File: config.mk
export PLATFORM = sky130hd
export DESIGN_NAME = tick_timer_prog
export DESIGN_NICKNAME = d
export VERILOG_FILES = /design/src/rtl/tick_timer_pkg.sv /design/src/rtl/tick_pulse_stretch.sv /design/src/rtl/tick_timer_prog.sv
export SDC_FILE = /design/constraint.sdc
export NUM_CORES = 1
export LEC_CHECK = 0
export CAP_MARGIN = 20
export CELL_PAD_IN_SITES_DETAIL_PLACEMENT = 0
export CELL_PAD_IN_SITES_GLOBAL_PLACEMENT = 1
export CORE_ASPECT_RATIO = 0.5
export CORE_MARGIN = 8
export CORE_UTILIZATION = 30
export CTS_CLUSTER_SIZE = 25
export DETAILED_ROUTE_END_ITERATION = 10
export HOLD_SLACK_MARGIN = 0.03
export PLACE_DENSITY = 0.57
export SETUP_SLACK_MARGIN = 0.05
export SLEW_MARGIN = 0
export SYNTH_ARGS = -nofsm -noshare
export SYNTH_HDL_FRONTEND = slang
export SYNTH_HIERARCHICAL = 1
export SYNTH_SLANG_ARGS = --single-unit
File: constraint.sdc
create_clock -name CLK -period 12 [get_ports CLK]
set_clock_uncertainty 0.1 [all_clocks]
set_input_delay 2.4 -clock CLK [delete_from_list [all_inputs] [get_ports CLK]]
set_output_delay 2.4 -clock CLK [all_outputs]
set_load 0.005 [all_outputs]
File: src/rtl/tick_timer_pkg.sv
// Shared types and constants for the programmable tick timer.
// Latency: n/a (declarations only).
// Backpressure: n/a.
package tick_timer_pkg;

  typedef enum logic {
    IDLE = 1'b0,
    RUN  = 1'b1
  } tt_state_t;

  localparam logic MODE_PERIODIC = 1'b0;
  localparam logic MODE_ONESHOT  = 1'b1;

  // 1 Hz at a 100 MHz CLK.
  localparam int unsigned DEFAULT_PERIOD = 100_000_000;

endpackage

File: src/rtl/tick_pulse_stretch.sv
// Stretches a one-cycle expiry strobe into a tick pulse of min(PULSE_LEN, period) cycles.
// Latency: tick rises on the edge that samples expire.
// Backpressure: none; a new expire during a pulse restarts the pulse.
//
// Ports:
//   CLK, RST  clock, synchronous active-high reset
//   expire    interval expiry strobe
//   clear     drop the pulse immediately (timer stopped)
//   period    effective period of the interval that just expired (>= 1)
//   tick      registered pulse output
module tick_pulse_stretch #(
  parameter int unsigned PERIOD_W  = 32,
  parameter int unsigned PULSE_LEN = 1
) (
  input  logic                CLK,
  input  logic                RST,
  input  logic                expire,
  input  logic                clear,
  input  logic [PERIOD_W-1:0] period,
  output logic                tick
);

  localparam int unsigned CW = (PULSE_LEN > 1) ? $clog2(PULSE_LEN) : 1;

  logic [CW-1:0] remain;
  logic [CW-1:0] len_m1;

  // A pulse longer than the period would merge into the next one anyway;
  // clamping keeps tick continuously high rather than overshooting.
  always_comb begin
    len_m1 = CW'(PULSE_LEN - 1);
    if (period < PERIOD_W'(PULSE_LEN)) begin
      len_m1 = CW'(period - PERIOD_W'(1));
    end
  end

  always_ff @(posedge CLK) begin
    if (RST || clear) begin
      tick   <= 1'b0;
      remain <= '0;
    end else if (expire) begin
      tick   <= 1'b1;
      remain <= len_m1;
    end else if (remain != '0) begin
      remain <= remain - CW'(1);
    end else begin
      tick <= 1'b0;
    end
  end

endmodule

File: src/rtl/tick_timer_prog.sv
// Programmable tick generator: periodic or one-shot, double-buffered period, tick counter.
// Latency: start accepted at edge k gives the first tick after edge k+P (P=0 acts as 1).
// Backpressure: load_ready low while a shadow period waits for the next expiry.
//
// Ports:
//   CLK, RST                 clock, synchronous active-high reset
//   start, stop, mode        control (stop beats start; mode 1 = one-shot, latched at start)
//   load_valid/load_period   period offer, accepted on load_valid && load_ready
//   load_ready               shadow register free
//   tick, busy, done         pulse output, running flag, sticky one-shot completion
//   tick_count               expiries since the last start (wraps)
// Optional build macro TICK_TIMER_PRESCALE_EN adds parameter PRESCALE: the interval
// counter then advances once per PRESCALE cycles (pulse width stays in CLK cycles).
module tick_timer_prog #(
  parameter int unsigned PERIOD_W       = 32,
  parameter int unsigned DEFAULT_PERIOD = tick_timer_pkg::DEFAULT_PERIOD,
  parameter int unsigned PULSE_LEN      = 1,
  parameter int unsigned CNT_W          = 16
`ifdef TICK_TIMER_PRESCALE_EN
  ,
  parameter int unsigned PRESCALE       = 1
`endif
) (
  input  logic                CLK,
  input  logic                RST,
  input  logic                start,
  input  logic                stop,
  input  logic                mode,
  input  logic                load_valid,
  input  logic [PERIOD_W-1:0] load_period,
  output logic                load_ready,
  output logic                tick,
  output logic                busy,
  output logic                done,
  output logic [CNT_W-1:0]    tick_count
);

  import tick_timer_pkg::*;

  tt_state_t           state;
  logic                run_mode;
  logic [PERIOD_W-1:0] counter;
  logic [PERIOD_W-1:0] active_period;
  logic [PERIOD_W-1:0] shadow_period;
  logic                shadow_vld;
  logic [PERIOD_W-1:0] period_eff;
  logic                advance;
  logic                expiry;
  logic                start_acc;
  logic                stop_acc;
  logic                load_acc;

  assign period_eff = (active_period == '0) ? PERIOD_W'(1) : active_period;
  assign load_ready = ~shadow_vld;
  assign load_acc   = load_valid && load_ready;
  assign stop_acc   = stop && (state == RUN);
  assign start_acc  = start && !stop && (state == IDLE);
  // stop takes priority over an expiry landing on the same edge.
  assign expiry     = (state == RUN) && !stop && advance &&
                      (counter == period_eff - PERIOD_W'(1));

`ifdef TICK_TIMER_PRESCALE_EN
  localparam int unsigned PS_W = (PRESCALE > 1) ? $clog2(PRESCALE) : 1;

  logic [PS_W-1:0] ps_cnt;

  assign advance = (ps_cnt == PS_W'(PRESCALE - 1));

  // Restarted on start/stop so every interval is a whole number of prescale periods.
  always_ff @(posedge CLK) begin
    if (RST || start_acc || stop_acc || advance) begin
      ps_cnt <= '0;
    end else begin
      ps_cnt <= ps_cnt + PS_W'(1);
    end
  end
`else
  assign advance = 1'b1;
`endif

  always_ff @(posedge CLK) begin
    if (RST) begin
      state         <= IDLE;
      busy          <= 1'b0;
      done          <= 1'b0;
      tick_count    <= '0;
      counter       <= '0;
      active_period <= PERIOD_W'(DEFAULT_PERIOD);
      shadow_period <= '0;
      shadow_vld    <= 1'b0;
      run_mode      <= MODE_PERIODIC;
    end else begin
      case (state)
        IDLE: begin
          // Nothing is timing, so a new period can take effect directly.
          if (load_acc) begin
            active_period <= load_period;
          end
          if (start_acc) begin
            state      <= RUN;
            busy       <= 1'b1;
            counter    <= '0;
            tick_count <= '0;
            done       <= 1'b0;
            run_mode   <= mode;
          end
        end
        RUN: begin
          if (stop) begin
            state      <= IDLE;
            busy       <= 1'b0;
            counter    <= '0;
            shadow_vld <= 1'b0;
            // Commit the newest pending period so it is not lost on the way to IDLE.
            if (load_acc) begin
              active_period <= load_period;
            end else if (shadow_vld) begin
              active_period <= shadow_period;
            end
          end else begin
            if (advance) begin
              counter <= expiry ? '0 : counter + PERIOD_W'(1);
            end
            if (expiry) begin
              tick_count <= tick_count + CNT_W'(1);
              // Swap only at an interval boundary so no interval is cut or stretched.
              if (shadow_vld) begin
                active_period <= shadow_period;
                shadow_vld    <= 1'b0;
              end
              if (run_mode == MODE_ONESHOT) begin
                state <= IDLE;
                busy  <= 1'b0;
                done  <= 1'b1;
              end
            end
            // load_acc implies the shadow was empty, so this never races the swap above.
            if (load_acc) begin
              shadow_period <= load_period;
              shadow_vld    <= 1'b1;
            end
          end
        end
        default: state <= IDLE;
      endcase
    end
  end

  tick_pulse_stretch #(
    .PERIOD_W  (PERIOD_W),
    .PULSE_LEN (PULSE_LEN)
  ) u_stretch (
    .CLK    (CLK),
    .RST    (RST),
    .expire (expiry),
    .clear  (stop_acc),
    .period (period_eff),
    .tick   (tick)
  );

endmodule

# After elaboration in Yosys (flattened, before gate mapping)
# Cells that the tools add are included.
# Widths: inputs -> output; s select.
dict set report word_totals {
  reg_bits 119
  word_cells 83
  inputBits 38
  out_inout_bits 20
}
dict set report op_classes {
  eq_ne 9
  add_sub_neg 4
  n_reduce_logical 17
  magnitude_cmp 1
  bitwise 3
  mux 38
}
# cell n
set op_table {}
lappend op_table {{$mux 32} 9}
lappend op_table {{$pmux 32 s2} 2}
lappend op_table {{$mux 16} 3}
lappend op_table {{$add 32x1->32 const B} 1}
lappend op_table {{$eq 32x32->1} 1}
lappend op_table {{$logic_not 32->1} 1}
lappend op_table {{$lt 32x1->1 const B} 1}
lappend op_table {{$pmux 16 s2} 1}
lappend op_table {{$sub 32x1->32 const B} 1}
lappend op_table {{$mux 1} 20}
lappend op_table {{$add 16x1->16 const B} 1}
lappend op_table {{$reduce_and 3->1} 3}
lappend op_table {{$ne 2x2->1 const B} 4}
lappend op_table {{$logic_and 1x1->1} 6}
lappend op_table {{$ne 3x2->1 const B} 2}
lappend op_table {{$pmux 1 s2} 3}
lappend op_table {{$reduce_and 2->1} 3}
lappend op_table {{$ne 2x1->1 const B} 2}
lappend op_table {{$reduce_and 4->1} 1}
lappend op_table {{$not 1->1} 3}
lappend op_table {{$reduce_bool 3->1} 1}
lappend op_table {{$logic_not 1->1} 1}
lappend op_table {{$logic_or 1x1->1} 1}
lappend op_table {{$sub 1x1->1 const B} 1}

# Depth between registers and ports, before layout
# Gate-level depths: netlist of the first run.
dict set report depth {
  word_depth 8
  mapped_depth 19
}

# Modules after synthesis
# The synthesis of the first run kept the hierarchy.
# module area_each_um2 seq_area_each_um2 instances cells_each
set by_module_without_submodules {}
lappend by_module_without_submodules {tick_timer_prog 6625.1 2342.2 1 837}
lappend by_module_without_submodules {tick_pulse_stretch 138.9 40.0 1 17}

# Least setup slack after synthesis of the first run
# No wires, ideal clock.
dict set report synth_path {
  path_kind {register to register}
  startpoint {reg active_period[4]}
  endpoint {reg u_stretch.remain}
  required_time_ns 11.827
  stages_incl_launch_ff 20
  arrival_time_ns 4.685
  setup_slack_ns 7.142
  synth_period_minus_slack_ns 4.858
  setup_time_ns 0.073
  cell_sequence {dfxtp_1 -> nor4_2 -> buf_2 -> nand2_1 -> nor3_1 -> a21oi_1 -> ha_1 -> nor3b_1 -> mux2i_1 -> mux2i_1 -> a21oi_1 -> or4b_1 -> or4_1 -> or4_1 -> buf_6 -> clkbuf_1 -> inv_1 -> nor4b_2 -> nand4_1 -> nor3_2}
}
dict set report synth_between {
  elab_chain_len 6
  word_cells_on_any_way 8
}
# item line_no
set synth_lines {}
lappend synth_lines {{start: declaration} tick_timer_prog.sv:43} ;# logic [PERIOD_W-1:0] active_period;
lappend synth_lines {{start signal: assignment} tick_timer_prog.sv:88} ;# active_period <= PERIOD_W'(DEFAULT_PERIOD);
lappend synth_lines {{start signal: assignment} tick_timer_prog.sv:97} ;# active_period <= load_period;
lappend synth_lines {{start signal: assignment} tick_timer_prog.sv:116} ;# active_period <= load_period;
lappend synth_lines {{$logic_not 32->1} tick_timer_prog.sv:53} ;# assign period_eff = (active_period == '0) ? PERIOD_W'(1) : active_period;
lappend synth_lines {{$mux 32 *} tick_timer_prog.sv:53}
lappend synth_lines {{$sub 32x1->32 *} tick_pulse_stretch.sv:33} ;# len_m1 = CW'(period - PERIOD_W'(1));
lappend synth_lines {{$eq 32x32->1 *} tick_timer_prog.sv:60} ;# (counter == period_eff - PERIOD_W'(1));
lappend synth_lines {{$logic_and 1x1->1 *} tick_timer_prog.sv:59} ;# assign expiry = (state == RUN) && !stop && advance &&
lappend synth_lines {{net expiry} tick_timer_prog.sv:48} ;# logic expiry;
lappend synth_lines {{$mux 1 *} tick_pulse_stretch.sv:41} ;# end else if (expire) begin
lappend synth_lines {{end signal: assignment} tick_pulse_stretch.sv:43} ;# remain <= len_m1;
lappend synth_lines {{end signal: assignment} tick_pulse_stretch.sv:45} ;# remain <= remain - CW'(1);
lappend synth_lines {{end: declaration} tick_pulse_stretch.sv:25} ;# logic [CW-1:0] remain;
# The timed path passes the listed nets; every way through them passes the cells marked *.
# A chain may end at the register's enable or synchronous reset.

# Worst setup path after layout of the first run
dict set report layout_path {
  startpoint {reg active_period[6]}
  endpoint {reg active_period[28]}
}
dict set report layout_between {
  elab_chain_len 7
}
# item line_no
set layout_lines {}
lappend layout_lines {{$logic_not 32->1} tick_timer_prog.sv:53}
lappend layout_lines {{$mux 32 *} tick_timer_prog.sv:53}
lappend layout_lines {{$sub 32x1->32 *} -}
lappend layout_lines {{$eq 32x32->1 *} tick_timer_prog.sv:60}
lappend layout_lines {{$logic_and 1x1->1 *} tick_timer_prog.sv:59}
lappend layout_lines {{$ne 3x2->1 (no source line) *} -}
lappend layout_lines {{$reduce_and 2->1 (no source line) *} -}
# Mark *: on every way between the ends. The rest lies on a longest branch, timed or not.

==> results of run 1 <==
[per-layer routing]
metal / wire (µm) / track usage [%]
met5: 0 / 0
met4: 200 / 3.989
met3: 1092 / 3.620
met1: 11920 / 23.05
met2: 8891 / 22.54
[state kept, by name (all words and copies together) (netlist names)]
register          flops
shadow_vld            1
active_period        32
u_stretch/tick        1
counter              32
done                  1
u_stretch/remain      1
shadow_period        32
state                 1
busy                  1
tick_count           16
run_mode              1
[cell type report]
| type | instances | share of cell area [%] |
|---|---|---|
| Inverter | 31 | 1.444 |
| Sequential cell | 119 | 29.57 |
| Tap cell | 300 | 4.659 |
| Clock inverter | 14 | 1.708 |
| Clock buffer | 18 | 5.451 |
| Timing Repair Buffer | 70 | 8.324 |
| Multi-Input combinational cell | 621 | 48.84 |
[stage by stage]
| step | utilization (%) | worst slack (ps) | area, µm² | std cells |
|---|---|---|---|---|
| 6_report | 36.76 | 5870 | 8056 | 1173 |
| 5_1_grt | 36.76 | 5549 | 8056 | 1173 |
| 4_1_cts | 36.69 | 5964 | 8041 | 1172 |
| 3_5_place_dp | 34.06 | 5998 | 7465 | 1140 |
| 3_3_place_gp | 34.06 | 6144 | 7465 | 1140 |
| 2_1_floorplan | - | 7142 | 6764 | 854 |
[worst reg2reg max path, delay by kind of cell, from the launching register on]
family	cells	cell delay [ps]
AND/OR/NAND/NOR	5	1570
buffers and inverters	2	470
AO/OA/AOI/OAI	7	3030
flip-flops	1	550
adder cells (fa/ha/maj)	1	230
XOR/XNOR	1	80
[cells by family (layout without fill, tap and decap cells)]
kind of cell               Yosys count  count (layout)
muxes                               12              12
DFF                                119             119
and+or+nand+nor                    356             356
buffers and inverters              114             133
AOI/OAI and AO/OA                  181             181
xor gates and xnor gates            69              69
adders and majority gates            3               3
[final timing paths]
kind / slack [ps] / to / start / cells after the start
max reg2reg: 5870 / active_period[28]$_SDFFE_PP0P_ / active_period[6]$_SDFFE_PP0P_ / 16
min: 360 / shadow_period[14]$_SDFFE_PP0P_ / shadow_period[14]$_SDFFE_PP0P_ / 2
min reg2reg: 360 / shadow_period[14]$_SDFFE_PP0P_ / shadow_period[14]$_SDFFE_PP0P_ / 2
max: 5870 / active_period[28]$_SDFFE_PP0P_ / active_period[6]$_SDFFE_PP0P_ / 16
[where the power goes]
part | total [mW] | leakage (nW) | switching [mW] | internal [mW]
sequential | 0.435 | 0.967 | 0.0272 | 0.407
combinational | 0.126 | 1.36 | 0.0740 | 0.0518
clock | 0.511 | 0.284 | 0.215 | 0.296
[placed cells by master (no fill, tap or decap), types with 4 or more instances in the layout]
cell type        netlist  layout
nand2_1              122     122
dfxtp_1              119     119
nor2_1                78      77
clkdlybuf4s50_1        0      56
a21oi_1               48      47
xnor2_1               38      38
o22ai_1               32      32
inv_1                 31      31
xor2_1                31      31
nand3_1               25      25
a221oi_1              21      21
nor3_1                20      20
nor4_1                18      18
clkbuf_16              0      17
and3_1                15      15
nand4_1               13      13
mux2i_1               12      12
a32oi_1               12      12
buf_4                  0      12
or3_1                 11      11
o2111ai_1              9       9
or4_1                  8       8
a211oi_1               8       8
a2111o_1               8       8
and4_1                 7       7
nand2b_1               6       6
o211ai_1               6       6
inv_6                  0       6
nor2b_1                6       5
o21ai_0                6       5
nor3_2                 4       4
a211o_1                4       4
==> metrics.txt, run 1 <==
status completed; nature of the critical path endpoint flop; vias in the first global route roughly 6,000; Finish-stage setup viols 0; pin count of the biggest net entering global routing between 80 and 90; Compound-Gate Fraction of Synth Area approximately 20%; # clock sinks 119; area grow syn2layout 19.11%; simple-gate area share of the yosys netlist between 20% and 30%; die height roughly 120 µm; flops & latches, synth around 120; Worst-Skew Late Latency between 400 and 500 ps; ys async rst share 0%; hold-fix buffers at CTS 0; synth unique cells between 60 and 70; Peak Freq roughly 160 MHz; max-slew violation count 0; Initial Util a little under a third; Cell Area, Synth approximately 6800 µm²; I/O Pins 58; multi-input logic area just under 4000 µm²; Iteration-0 DRC Markers between 400 and 500; Avg Vias per Cell between 5 and 6; area leader, netlist dfxtp_1; area of the die around 28,000 µm²; Synth Flop Type dfxtp_1; # rows 38; layout cells sized above 1 about 7.7%; Top delay family on crit path compound AO/OA/AOI/OAI gates; post-CTS sizing 0; HPWL Detailed around 16 mm; Max clock buf depth 2; Least-Margin Pin Slew 1164 ps; crit path cell chain nor4_2 -> buf_4 -> nand2_1 -> nor3_1 -> a21oi_1 -> ha_1 -> nor4b_1 -> and4_1 -> xnor2_1 -> a211oi_1 -> o2111ai_1 -> a2111oi_0 -> a21oi_1 -> a211o_1 -> buf_8 -> a221oi_1; overall power around 1.1 mW; DRC 0; Synth area leaders dfxtp_1 (35%), nand2_1 (6.8%), xnor2_1 (4.9%); core footprint approximately 22,000 µm²; post-route ant nets 0; synthesized area per cell 7.920 µm²; Hold Crit Class flop to flop; number of setup buffers added after CTS 0; count leader, synth nand2_1; Mapped Cells between 800 and 900; Wirelength per Cell around 19 µm; minimum clock period just over 6000 ps; # diodes 0; Clock Pin Slew Worst Setup and Hold Paths 70 ps; die width around 230 µm; CTS root buf clkbuf_16; setup TNS 0 ps; count of final hold-check violations 0; Slew headroom between 20% and 30%; WL final 22.10 mm; CTS tree done; sequential element share of the synthesized area a little over a third; port buffer count 57; final hold slack around 360 ps; Crit Path Class flop to flop; gp weighted congestion between 0.8 and 0.9; CP max-delay cell nor4b_1; period utilisation layout between 50% and 60%; Yosys warning total 6; Storage cell area around 2400 µm²; VDD IR max 0.08848 mV; crit path DAT approximately 6400 ps; Crit Path Max Fanout 18; Pre-antenna DRT Iters 5; EDFF count, synth 0; main combinational cell family by area after synthesis simple AND/OR/NAND/NOR gates; Filler cells 2,234; Lkg Pwr approximately 2.6 nW; syn_nets about 900; Crit path required time approximately 12,000 ps; first-pass GRT wire length 34.72 mm; Post-Synth Adder-Cell Area less than 1%; slowest cell delay on critical path roughly 850 ps; Bufs and invs on worst path 2; initial antenna violation count 0; Inserted Clock Buffers 17; RSZ-0062 raised after global routing false; post-synthesis xor/xnor area fraction between 8 and 9%; most frequent CP cell a21oi_1; Via Count roughly 6,200; Critical Path Start Type flop; final net count about 900; PwrDens roughly 130 nW/µm²; total global routing overflow 0; H-tree levels 4; multiplexer share of the synthesized area under 10%; maxcap violations 0; Overall Global Routing Usage 15.65%; top-area cell type share of the netlist area between 30% and 40%; synth cell count leaders nand2_1 (122), dfxtp_1 (119), nor2_1 (78), clkbuf_1 (75), a21oi_1 (48)
(Power assumes the default switching activity.)
==> run 2: changes to the inputs <==
Settings changed: PLACE_DENSITY 0.57 to 0.59.
Clock period 12 ns to 5.4 ns, I/O delays scaled along.
==> run 2 against run 1 <==
  * Core utilization grew 1.4 points
  * Cell area grew 3.7%
  * Register-to-register slack lost 5400 ps
  * Worst hold slack lost 1.2 ps
  * Via count grew 2.6%
  * First-iteration DRC count shrank 15%
  * Final cell count grew 2.6%
  * Wire length grew 3.5%
  * Sequential power grew 120%
  * Combinational power grew to 2.7 times the previous value
  * Critical path type unchanged
  * Critical endpoint is now tick_count[12]$_SDFFE_PP0P_
==> metrics.txt, run 2 (synthesis results as in run 1) <==
Crit Path Max Fanout 24 (+6); number of setup buffers added after CTS 0 (unchanged); final hold slack 354.0 ps (-1.204 ps); Worst-Skew Late Latency 430 ps (about the same); Filler cells 2,230 (-0.18%); die width 228.4 µm (unchanged); Crit Path Class flop to flop; I/O Pins 58 (unchanged); minimum clock period 4964 ps (-1166 ps); crit path cell chain nor2_1 -> nand4_1 -> nor3_1 -> a21oi_1 -> ha_1 -> nor4b_1 -> buf_4 -> nand2_1 -> o41ai_1 -> buf_4 -> nand4_1 -> or4_1 -> or4_1 -> buf_4 -> a2111oi_4 -> mux2i_1; hold endpoint shadow_period[29]$_SDFFE_PP0P_; initial antenna violation count 0 (unchanged); Max clock buf depth 2 (unchanged); Top delay family on crit path simple AND/OR/NAND/NOR gates; HPWL Detailed 16.62 mm (+6.6%); hold-fix buffers at CTS 0 (unchanged); # diodes 0 (unchanged); # rows 38 (unchanged); CP Depth 16 (unchanged); final net count 931 (+3.3%); reg2reg setup slack 440 ps (-5430 ps); period utilisation layout 91.92% (+41 points); most frequent cells in the layout nand2_1 (122), dfxtp_1 (119), nor2_1 (77); setup TNS 0 ps (unchanged); RSZ-0062 raised after global routing false; Via Count 6,389 (+2.6%); CTS root buf clkbuf_16; Pre-antenna DRT Iters 5 (unchanged); reg2reg end tick_count[12]$_SDFFE_PP0P_; Bufs and invs on worst path 3 (+1); Peak Freq 201.5 MHz (+23%); port buffer count 57 (unchanged); Avg Vias per Cell 5.311 (about the same); Slew headroom 33.42% (+12 points); FF-to-FF Start active_period[16]$_SDFFE_PP1P_; Hold Crit Depth 2 (unchanged); vias in the first global route 6,080 (+3.0%); most frequent CP cell buf_4; post-route ant nets 0 (unchanged); area grow syn2layout 23.49%; maxcap violations 0 (unchanged); count of final hold-check violations 0 (unchanged); met2 track demand over resource 23.16% (+0.61 points); # clock sinks 119 (unchanged); max-slew violation count 0 (unchanged); total global routing overflow 0 (unchanged); met3 usage 4.177% (+0.56 points); VDD IR max 0.1993 mV (+130%); Crit path required time 5660 ps (-6570 ps); first-pass GRT wire length 35.80 mm (+3.1%); CP max-delay cell nor4b_1; Wirelength per Cell 19.01 µm (+0.90%); hold wc startpoint shadow_period[29]$_SDFFE_PP0P_; status completed; DRC 0 (unchanged); Clock Pin Slew Worst Setup and Hold Paths 60 ps (about the same); crit path DAT 5220 ps (-1130 ps); Least-Margin Pin Slew 997.7 ps (-166.6 ps); pin count of the biggest net entering global routing 81 (-1.2%); CTS tree done; H-tree levels 4 (unchanged); layout cells sized above 1 10.85% (+3.2 points); Hold Crit Class flop to flop; Lkg Pwr 2.765 nW (+6.1%); Iteration-0 DRC Markers 388 (-15%); biggest registers after layout active_period (32), counter (32), shadow_period (32); gp weighted congestion 0.9205 (+3.7%); core footprint 21,920 µm² (unchanged); area of the die 27,900 µm² (unchanged); Initial Util 30.86% (unchanged); WL final 22.87 mm (+3.5%); PwrDens 294.5 nW/µm² (+120%); most common cell after layout, fill and taps aside nand2_1; Critical Path Start Type flop; Finish-stage setup viols 0 (unchanged); grt peak-use layer met1; slowest cell delay on critical path 650 ps (-200 ps); Overall Global Routing Usage 16.31% (+0.66 points); Register-to-Register Path Depth 16 (unchanged); die height 122.2 µm (unchanged); Inserted Clock Buffers 17 (unchanged); GR Layer Usage met1 24.14% (+1.1 points); nature of the critical path endpoint flop; fin util 38.11% (+1.4 points)
run 2: cell types whose count changed in the layout (fill, tap and decap cells not counted), sizes merged:
cell,previous run,this run
buf,14,44
clkinv,5,2
inv,38,35
clkinvlp,1,5
bufinv,1,3
run 2: power by group:
| part | total, mW | switching (mW) | internal, mW |
|---|---|---|---|
| registers | 0.942 | 0.0358 | 0.906 |
| clock network | 1.18 | 0.453 | 0.729 |
| logic | 0.336 | 0.197 | 0.139 |
run 2: area by class of cell:
cell class | instances | area (µm²) | area share [%]
clock buffer | 18 | 429.2 | 5.138
clock inverter | 14 | 172.7 | 2.067
inverter | 31 | 116.4 | 1.393
multi-input combinational | 621 | 3951 | 47.30
sequential | 119 | 2382 | 28.52
tap | 300 | 375.4 | 4.494
timing repair buffer | 100 | 925.9 | 11.08
run 2: worst register-to-register path: stages, from the launching register on:
cell and delay (ps):
dfxtp_1 450, nor2_1 160, nand4_1 160, nor3_1 90
a21oi_1 200, ha_1 220, nor4b_1 650, buf_4 240
nand2_1 70, o41ai_1 390, buf_4 190, nand4_1 70
or4_1 480, or4_1 610, buf_4 270, a2111oi_4 350
mux2i_1 210
run 2: repair_timing:
action                                  in CTS  in global routing
endpoints found under the hold margin        0                  0
gates resized for setup                      0                  3
endpoints found under the setup margin       0                  3
run 2: worst max path at each step:
stage,startpoint,to,slack (ps)
after global routing,active_period[23]$_SDFFE_PP1P_,tick_count[12]$_SDFFE_PP0P_,70
after floorplan,active_period[4]$_SDFFE_PP0P_,u_stretch/remain$_SDFF_PP0_,540
final,active_period[16]$_SDFFE_PP1P_,tick_count[12]$_SDFFE_PP0P_,440
after detailed placement,active_period[12]$_SDFFE_PP0P_,tick_count[12]$_SDFFE_PP0P_,390
after CTS,active_period[12]$_SDFFE_PP0P_,tick_count[12]$_SDFFE_PP0P_,360
after global placement,active_period[12]$_SDFFE_PP0P_,tick_count[12]$_SDFFE_PP0P_,510
run 2: stage by stage:
| step | cell area [µm²] | worst slack, ps | instances | power (mW) |
|---|---|---|---|---|
| global route | 8353 | 73.33 | 1203 | 2.562 |
| floorplan | 6764 | 542.4 | 854 | 1.156 |
| detailed placement | 7735 | 385.2 | 1171 | 1.291 |
| finish | 8353 | 436.1 | 1203 | 2.460 |
| CTS | 8337 | 358.5 | 1203 | 2.484 |
| global placement | 7735 | 508.2 | 1171 | 1.294 |
run 2: routing by layer:
layer	up-vias	wire (µm)	share of wire, %
met1	3058	12190	53
met5	-	0	0
li1	3154	-	-
met2	160	9258	40
met3	17	1212	5.3
met4	0	206	0.90
==> run 3: changes to the inputs <==
Settings changed: ABC_CLOCK_PERIOD_IN_PS set to 5400.
==> results of run 3 <==
Final layout, timing and power as in run 2 (identical DEF).
==> RTL change 1: new RTL, config.mk and constraints of run 2 <==
The parameter `CNT_W` goes from 16 to 12.
--- a/src/rtl/tick_timer_prog.sv
+++ b/src/rtl/tick_timer_prog.sv
@@ -16,5 +16,5 @@
   parameter int unsigned DEFAULT_PERIOD = tick_timer_pkg::DEFAULT_PERIOD,
   parameter int unsigned PULSE_LEN      = 1,
-  parameter int unsigned CNT_W          = 16
+  parameter int unsigned CNT_W          = 12
 `ifdef TICK_TIMER_PRESCALE_EN
   ,
Ports: changed (resized tick_count); port bits go from 58 to 54. The function was not compared with the original's and may differ.
==> RTL change 1 against run 2 <==
  * Synthesized area grew 9.5%
  * Combinational power rose by 21%
  * Worst setup slack lost 0.042 ns
  * Sequential cell count decreased by 4
  * Clock power fell by 8%
  * Critical path type unchanged
  * Wire length rose by 5.2%
  * Largest power group unchanged
  * Cell area increased by 5.6%
  * Total power is 2.6% lower
  * Highest routed layer unchanged
==> RTL change 1: results (changes against run 2) <==
Async set-or-reset flop fraction in the synthesized netlist: 0 (unchanged). The number of distinct library cell variants in the gate-level netlist after synthesis was 66 (+1.5%); the compound-cell area share of the yosys netlist was 0.161 (-0.0388). The tools report the detailed-route via count as 6760 (+5.8%). The run finished with clean final reports. The fraction of layout instances using a drive strength above 1 is 0.121 (+0.0121).

The maximum number of pins on one net before global-route repair came out at 59 (-27%). The hold-fix buffer count after cts was 0 (unchanged); the fraction of synthesized cell area in xor and xnor cells was 0.0733 (-0.0160). The logs give 0 (unchanged) for the total overflow reported by the global router and 6442 (+6.0%) for the number of global-route vias before repair. The main flop type after synthesis was dfxtp_1. The proportion of synthesized area in mux cells was 0.118 (+0.100); the port buffer count was 53 (-7.0%). In the synthesized netlist, the cells that appear most often are 115 x dfxtp_1, 101 x nand2_1, 99 x clkbuf_1. The portion of the post-synthesis area used by sequential elements was 0.311 (-0.0414). Dominant delay contributor by cell family on the critical path: simple AND/OR/NAND/NOR gates. The diode insertion count for antenna repair was 0 (unchanged); the maximum fanout along the worst path was 15 (-38%). The cell area reported after detailed placement came out at 0.00827 sq mm (+6.9%). The tools report the met3 capacity usage during global routing as 0.0350 (-0.00679). The logs give 4 (unchanged) for the number of H-tree levels and 17 (unchanged) for the total clock buffers created by CTS.

The number of violations reported at the end of detailed-routing iteration 0 is 503 (+30%), and the delay of the slowest critical-path stage is 0.61 ns (-0.04 ns). The tools report the routing usage on met2 as 0.228 (-0.00369). The cell type of the slowest stage on the worst timing path is or4_1.

The run gives 5.22 ns (about the same) as the data arrival time at the worst-slack endpoint. The tools report the worst voltage drop across the vdd grid as 0.000179 V (-10%). The placer congestion estimate was 0.896 (-2.7%); the clock slew seen by the registers of the worst setup and hold paths was 0.06 ns (about the same). The leakage power of the design is 2.99 nW (+8.0%). The global-route wire length before repair came out at 37800 um (+5.6%). The post-synthesis share of cell area spent on full adders, half adders and majority gates is 0.00507 (-0.000483). The net count after synthesis is 978 (+9.3%).

The run gives 17400 um (+4.6%) as the sum of net half-perimeters after detailed placement. The initial antenna violation count was 0 (unchanged). The slew at the pin closest to its max-slew limit works out to 0.883 ns (-0.115 ns).

The average routed wire per standard cell was 18.7 um (-1.8%). After synthesis, the cell types taking the most area are dfxtp_1 31%, mux2i_1 7.6%, nand2_1 5.1%. The tools report the root buffer cell as clkbuf_16. Total track usage: 0.158 (-0.00518). The largest registers in the layout are active_period (32), counter (32), shadow_period (32).

The number of gates resized after CTS is 0 (unchanged). The run gives 0.231 (-0.0107) as the met1 track demand over resource. Synthesis warning total: 6 (unchanged). The logs give 2 (unchanged) for the largest buffer count on any clock path and 0.42 ns for the clock insertion delay at the later pin of the skew report. The worst hold path belongs to the class reg2reg. The tools report the length of the first detailed-routing pass in iterations as 5 (unchanged). The post-CTS setup buffer count is 0 (unchanged).
-- RTL change 1: changes by cell type after synthesis, sizes merged, moves of 20 or more --
cell and change:
mux2i +44, clkbuf +24, o22ai -29, mux2 +22, nand2 -21, inv -20, a211oi +37
-- RTL change 1: cell families after synthesis --
group                    count (synthesis)
AO/OA/AOI/OAI                          172
multiplexers                            78
AND/OR/NAND/NOR                        384
XOR/XNOR                                62
flip-flops                             115
buffers and inverters                  123
adder cells (fa/ha/maj)                  3
-- RTL change 1: final timing paths --
path                          start                end  slack [ns]  cells after the start
setup / recovery  active_period[16]  active_period[29]        0.39                     14
hold / removal     shadow_period[2]   shadow_period[2]        0.35                      2
setup reg to reg  active_period[16]  active_period[29]        0.39                     14
hold reg to reg    shadow_period[2]   shadow_period[2]        0.35                      2
-- RTL change 1: stage by stage --
stage / setup slack (ns) / instances
after global placement: 0.496 / 1258
after floorplan: 0.940 / 937
after global routing: 0.138 / 1289
after detailed placement: 0.411 / 1259
final: 0.394 / 1289
after CTS: 0.397 / 1289
-- RTL change 1: final cells by class --
type	instances	area (sq um)
clock inverters	8	78.8
clock buffers	22	474
multi-input cells	699	4620
flip-flops and latches	115	2300
well taps	336	420
repair buffers	98	886
fillers	2513	15300
inverters	11	41.3
-- RTL change 1: worst register-to-register path, cell delays in order (launching register included) --
cell and delay (ns):
dfxtp_1 0.42, or4_1 0.61, or4_4 0.59, nor3_1 0.27
nor2_1 0.10, ha_1 0.28, nor3b_1 0.22, nand4_1 0.21
mux2_2 0.37, nand4b_1 0.18, nor4_1 0.42, o2111a_2 0.36
o21ai_4 0.23, buf_16 0.25, mux2_4 0.30
-- RTL change 1: where the power goes --
group | switching [mW] | total (mW) | internal, mW
sequential | 0.0270 | 0.903 | 0.876
clock | 0.423 | 1.09 | 0.663
combinational | 0.238 | 0.408 | 0.170
-- RTL change 1: layer usage --
metal  wire (um)  up-vias
met5           0        -
met4         221        0
met3        1230       16
met2        9880      168
met1       12700     3238
li1            -     3338
==> RTL change 2: new RTL, flow settings as in run 2 <==
Without the edit above. Register the output `tick_count` once more, cleared by the reset; this adds one clock of latency there. The other outputs are not delayed to match.
--- a/src/rtl/tick_timer_prog.sv
+++ b/src/rtl/tick_timer_prog.sv
@@ -37,4 +37,6 @@
 
   import tick_timer_pkg::*;
+
+  logic [CNT_W-1:0] tick_count_s0;
 
   tt_state_t           state;
@@ -84,5 +86,5 @@
       busy          <= 1'b0;
       done          <= 1'b0;
-      tick_count    <= '0;
+      tick_count_s0 <= '0;
       counter       <= '0;
       active_period <= PERIOD_W'(DEFAULT_PERIOD);
@@ -101,5 +103,5 @@
             busy       <= 1'b1;
             counter    <= '0;
-            tick_count <= '0;
+            tick_count_s0 <= '0;
             done       <= 1'b0;
             run_mode   <= mode;
@@ -123,5 +125,5 @@
             end
             if (expiry) begin
-              tick_count <= tick_count + CNT_W'(1);
+              tick_count_s0 <= tick_count_s0 + CNT_W'(1);
               // Swap only at an interval boundary so no interval is cut or stretched.
               if (shadow_vld) begin
@@ -159,4 +161,12 @@
   );
 
+  always_ff @(posedge CLK) begin
+    if (RST) begin
+      tick_count <= '0;
+    end else begin
+      tick_count <= tick_count_s0;
+    end
+  end
+
 endmodule
 
Behaviour: not the same (Yosys sat finds a counterexample within 4 cycles, from zero or initial values and one cycle with RST high).
==> RTL change 2 against run 2 <==
  * Total power up 11%
  * Wire length grew 11%
  * Cell area up 11%
  * Utilization decreased by 1.7 points
  * Synthesized area increased by 16%
  * Clock power is 13% higher
  * Non-clock buffer count decreased by 10
  * Final cell count rose by 13%
  * Die area rose by 14%
  * Sequential cell count up 16
  * Worst setup slack better by 0.13 ns
  * Synthesized cell count grew 17%
  * Critical path type unchanged
==> RTL change 2: results (changes against run 2) <==
The routing usage on met2 is 0.226 (-0.00607). The detailed-route via count was 7101 (+11%); the met1 track demand over resource was 0.231 (-0.0101). The number of global-route vias before repair was 6614 (+8.8%).

The run gives 0.0416 (-0.000157) as the met3 capacity usage during global routing. The flow ran to the end, and the final reports show no timing, DRC or antenna violations. Layout net count: 1039 (+12%).

The sum of net half-perimeters after detailed placement is 18000 um (+8.1%), and the maximum fanout along the worst path is 27 (+13%). The fraction of layout instances using a drive strength above 1 is 0.102 (-0.00655). For hold timing, the worst endpoint is shadow_period[7]. The portion of the post-synthesis area used by sequential elements is 0.344 (-0.00776).

The slew at the pin closest to its max-slew limit was 1.02 ns (+0.0265 ns). The delay of the slowest critical-path stage was 0.61 ns (-0.04 ns); the global-route wire length before repair was 39400 um (+10%). For the number of distinct library cell variants in the gate-level netlist after synthesis, the log shows 71 (+9.2%). The cell type of the slowest stage on the worst timing path was or4_1.

The total track usage is 0.160 (-0.00317), and the maximum number of pins on one net before global-route repair is 64 (-21%). Flop-to-flop setup slack: 0.57 ns (+0.13 ns). The number of violations reported at the end of detailed-routing iteration 0 was 653 (+68%); the number of cells on the worst reg-to-reg path was 14 (-2). Average routed wire per standard cell: 18.7 um (-1.7%). The commonest cells after synthesis are 135 x dfxtp_1, 111 x nor2_1, 99 x nand2_1. Following the worst setup path forward leads to its endpoint at tick_count_s0[11].
[RTL change 2: cell count changes after synthesis, moves of 12 or more]
| cell | delta |
|---|---|
| nor2_1 | +33 |
| a221oi_1 | -20 |
| nand2_1 | -23 |
| mux2i_1 | +39 |
| o21ai_0 | +37 |
| a32oi_1 | -12 |
| inv_1 | -16 |
| or3_1 | +25 |
| buf_2 | +13 |
| nor2b_1 | +18 |
| a21oi_1 | +45 |
| o22ai_1 | -31 |
| dfxtp_1 | +16 |
[RTL change 2: metal layers]
layer | wire length, um | vias up | part of all wire
met1 | 13300 | 3395 | 0.53
met3 | 1430 | 22 | 0.056
met4 | 371 | 0 | 0.015
met2 | 10200 | 189 | 0.40
li1 | - | 3495 | -
met5 | 0 | - | 0
[RTL change 2: report_power, final]
| group | switching (mW) | total (mW) | internal, mW |
|---|---|---|---|
| sequential | 0.0264 | 1.05 | 1.02 |
| clock | 0.471 | 1.33 | 0.857 |
| combinational | 0.215 | 0.354 | 0.138 |
[RTL change 2: repair_timing]
| item | CTS | global route |
|---|---|---|
| setup buffers | 0 | 0 |
| hold buffers | 0 | 0 |
| setup endpoints to repair | 0 | 3 |
| gates resized for setup | 0 | 1 |
[RTL change 2: metrics by stage]
step / setup WS (ns) / std cells
floorplan: 1.20 / 1000
global placement: 0.691 / 1323
detailed placement: 0.603 / 1323
CTS: 0.573 / 1354
global route: 0.129 / 1354
finish: 0.571 / 1354
[RTL change 2: worst register-to-register path, cell delays in order, from the launching register on]
cell,delay [ns]
dfxtp_1,0.52
nor2_1,0.17
nand4_1,0.14
nor2_1,0.08
a21oi_1,0.19
ha_1,0.24
nor3b_1,0.56
nand4_2,0.42
o31a_1,0.38
or3_1,0.30
nor4_1,0.15
and4_1,0.36
a41oi_4,0.37
or4_1,0.62
a21oi_1,0.15
[RTL change 2: kinds of logic (layout without fill, tap and decap cells)]
group	after synthesis	count (layout)	share of synthesized area
AOI/OAI and AO/OA	198	198	0.158
xor gates and xnor gates	62	62	0.0692
adders and majority gates	3	3	0.00478
buffers and inverters	126	136	0.0716
DFF	135	135	0.344
muxes	52	52	0.0665
and+or+nand+nor	424	424	0.286
[RTL change 2: final cells by class]
type	instances	area, sq um
clock buffer	21	470
sequential	135	2700
clock inverter	10	193
timing repair buffer	90	816
multi-input combinational	739	4600
fill	2654	16200
tap	344	430
inverter	15	56.3
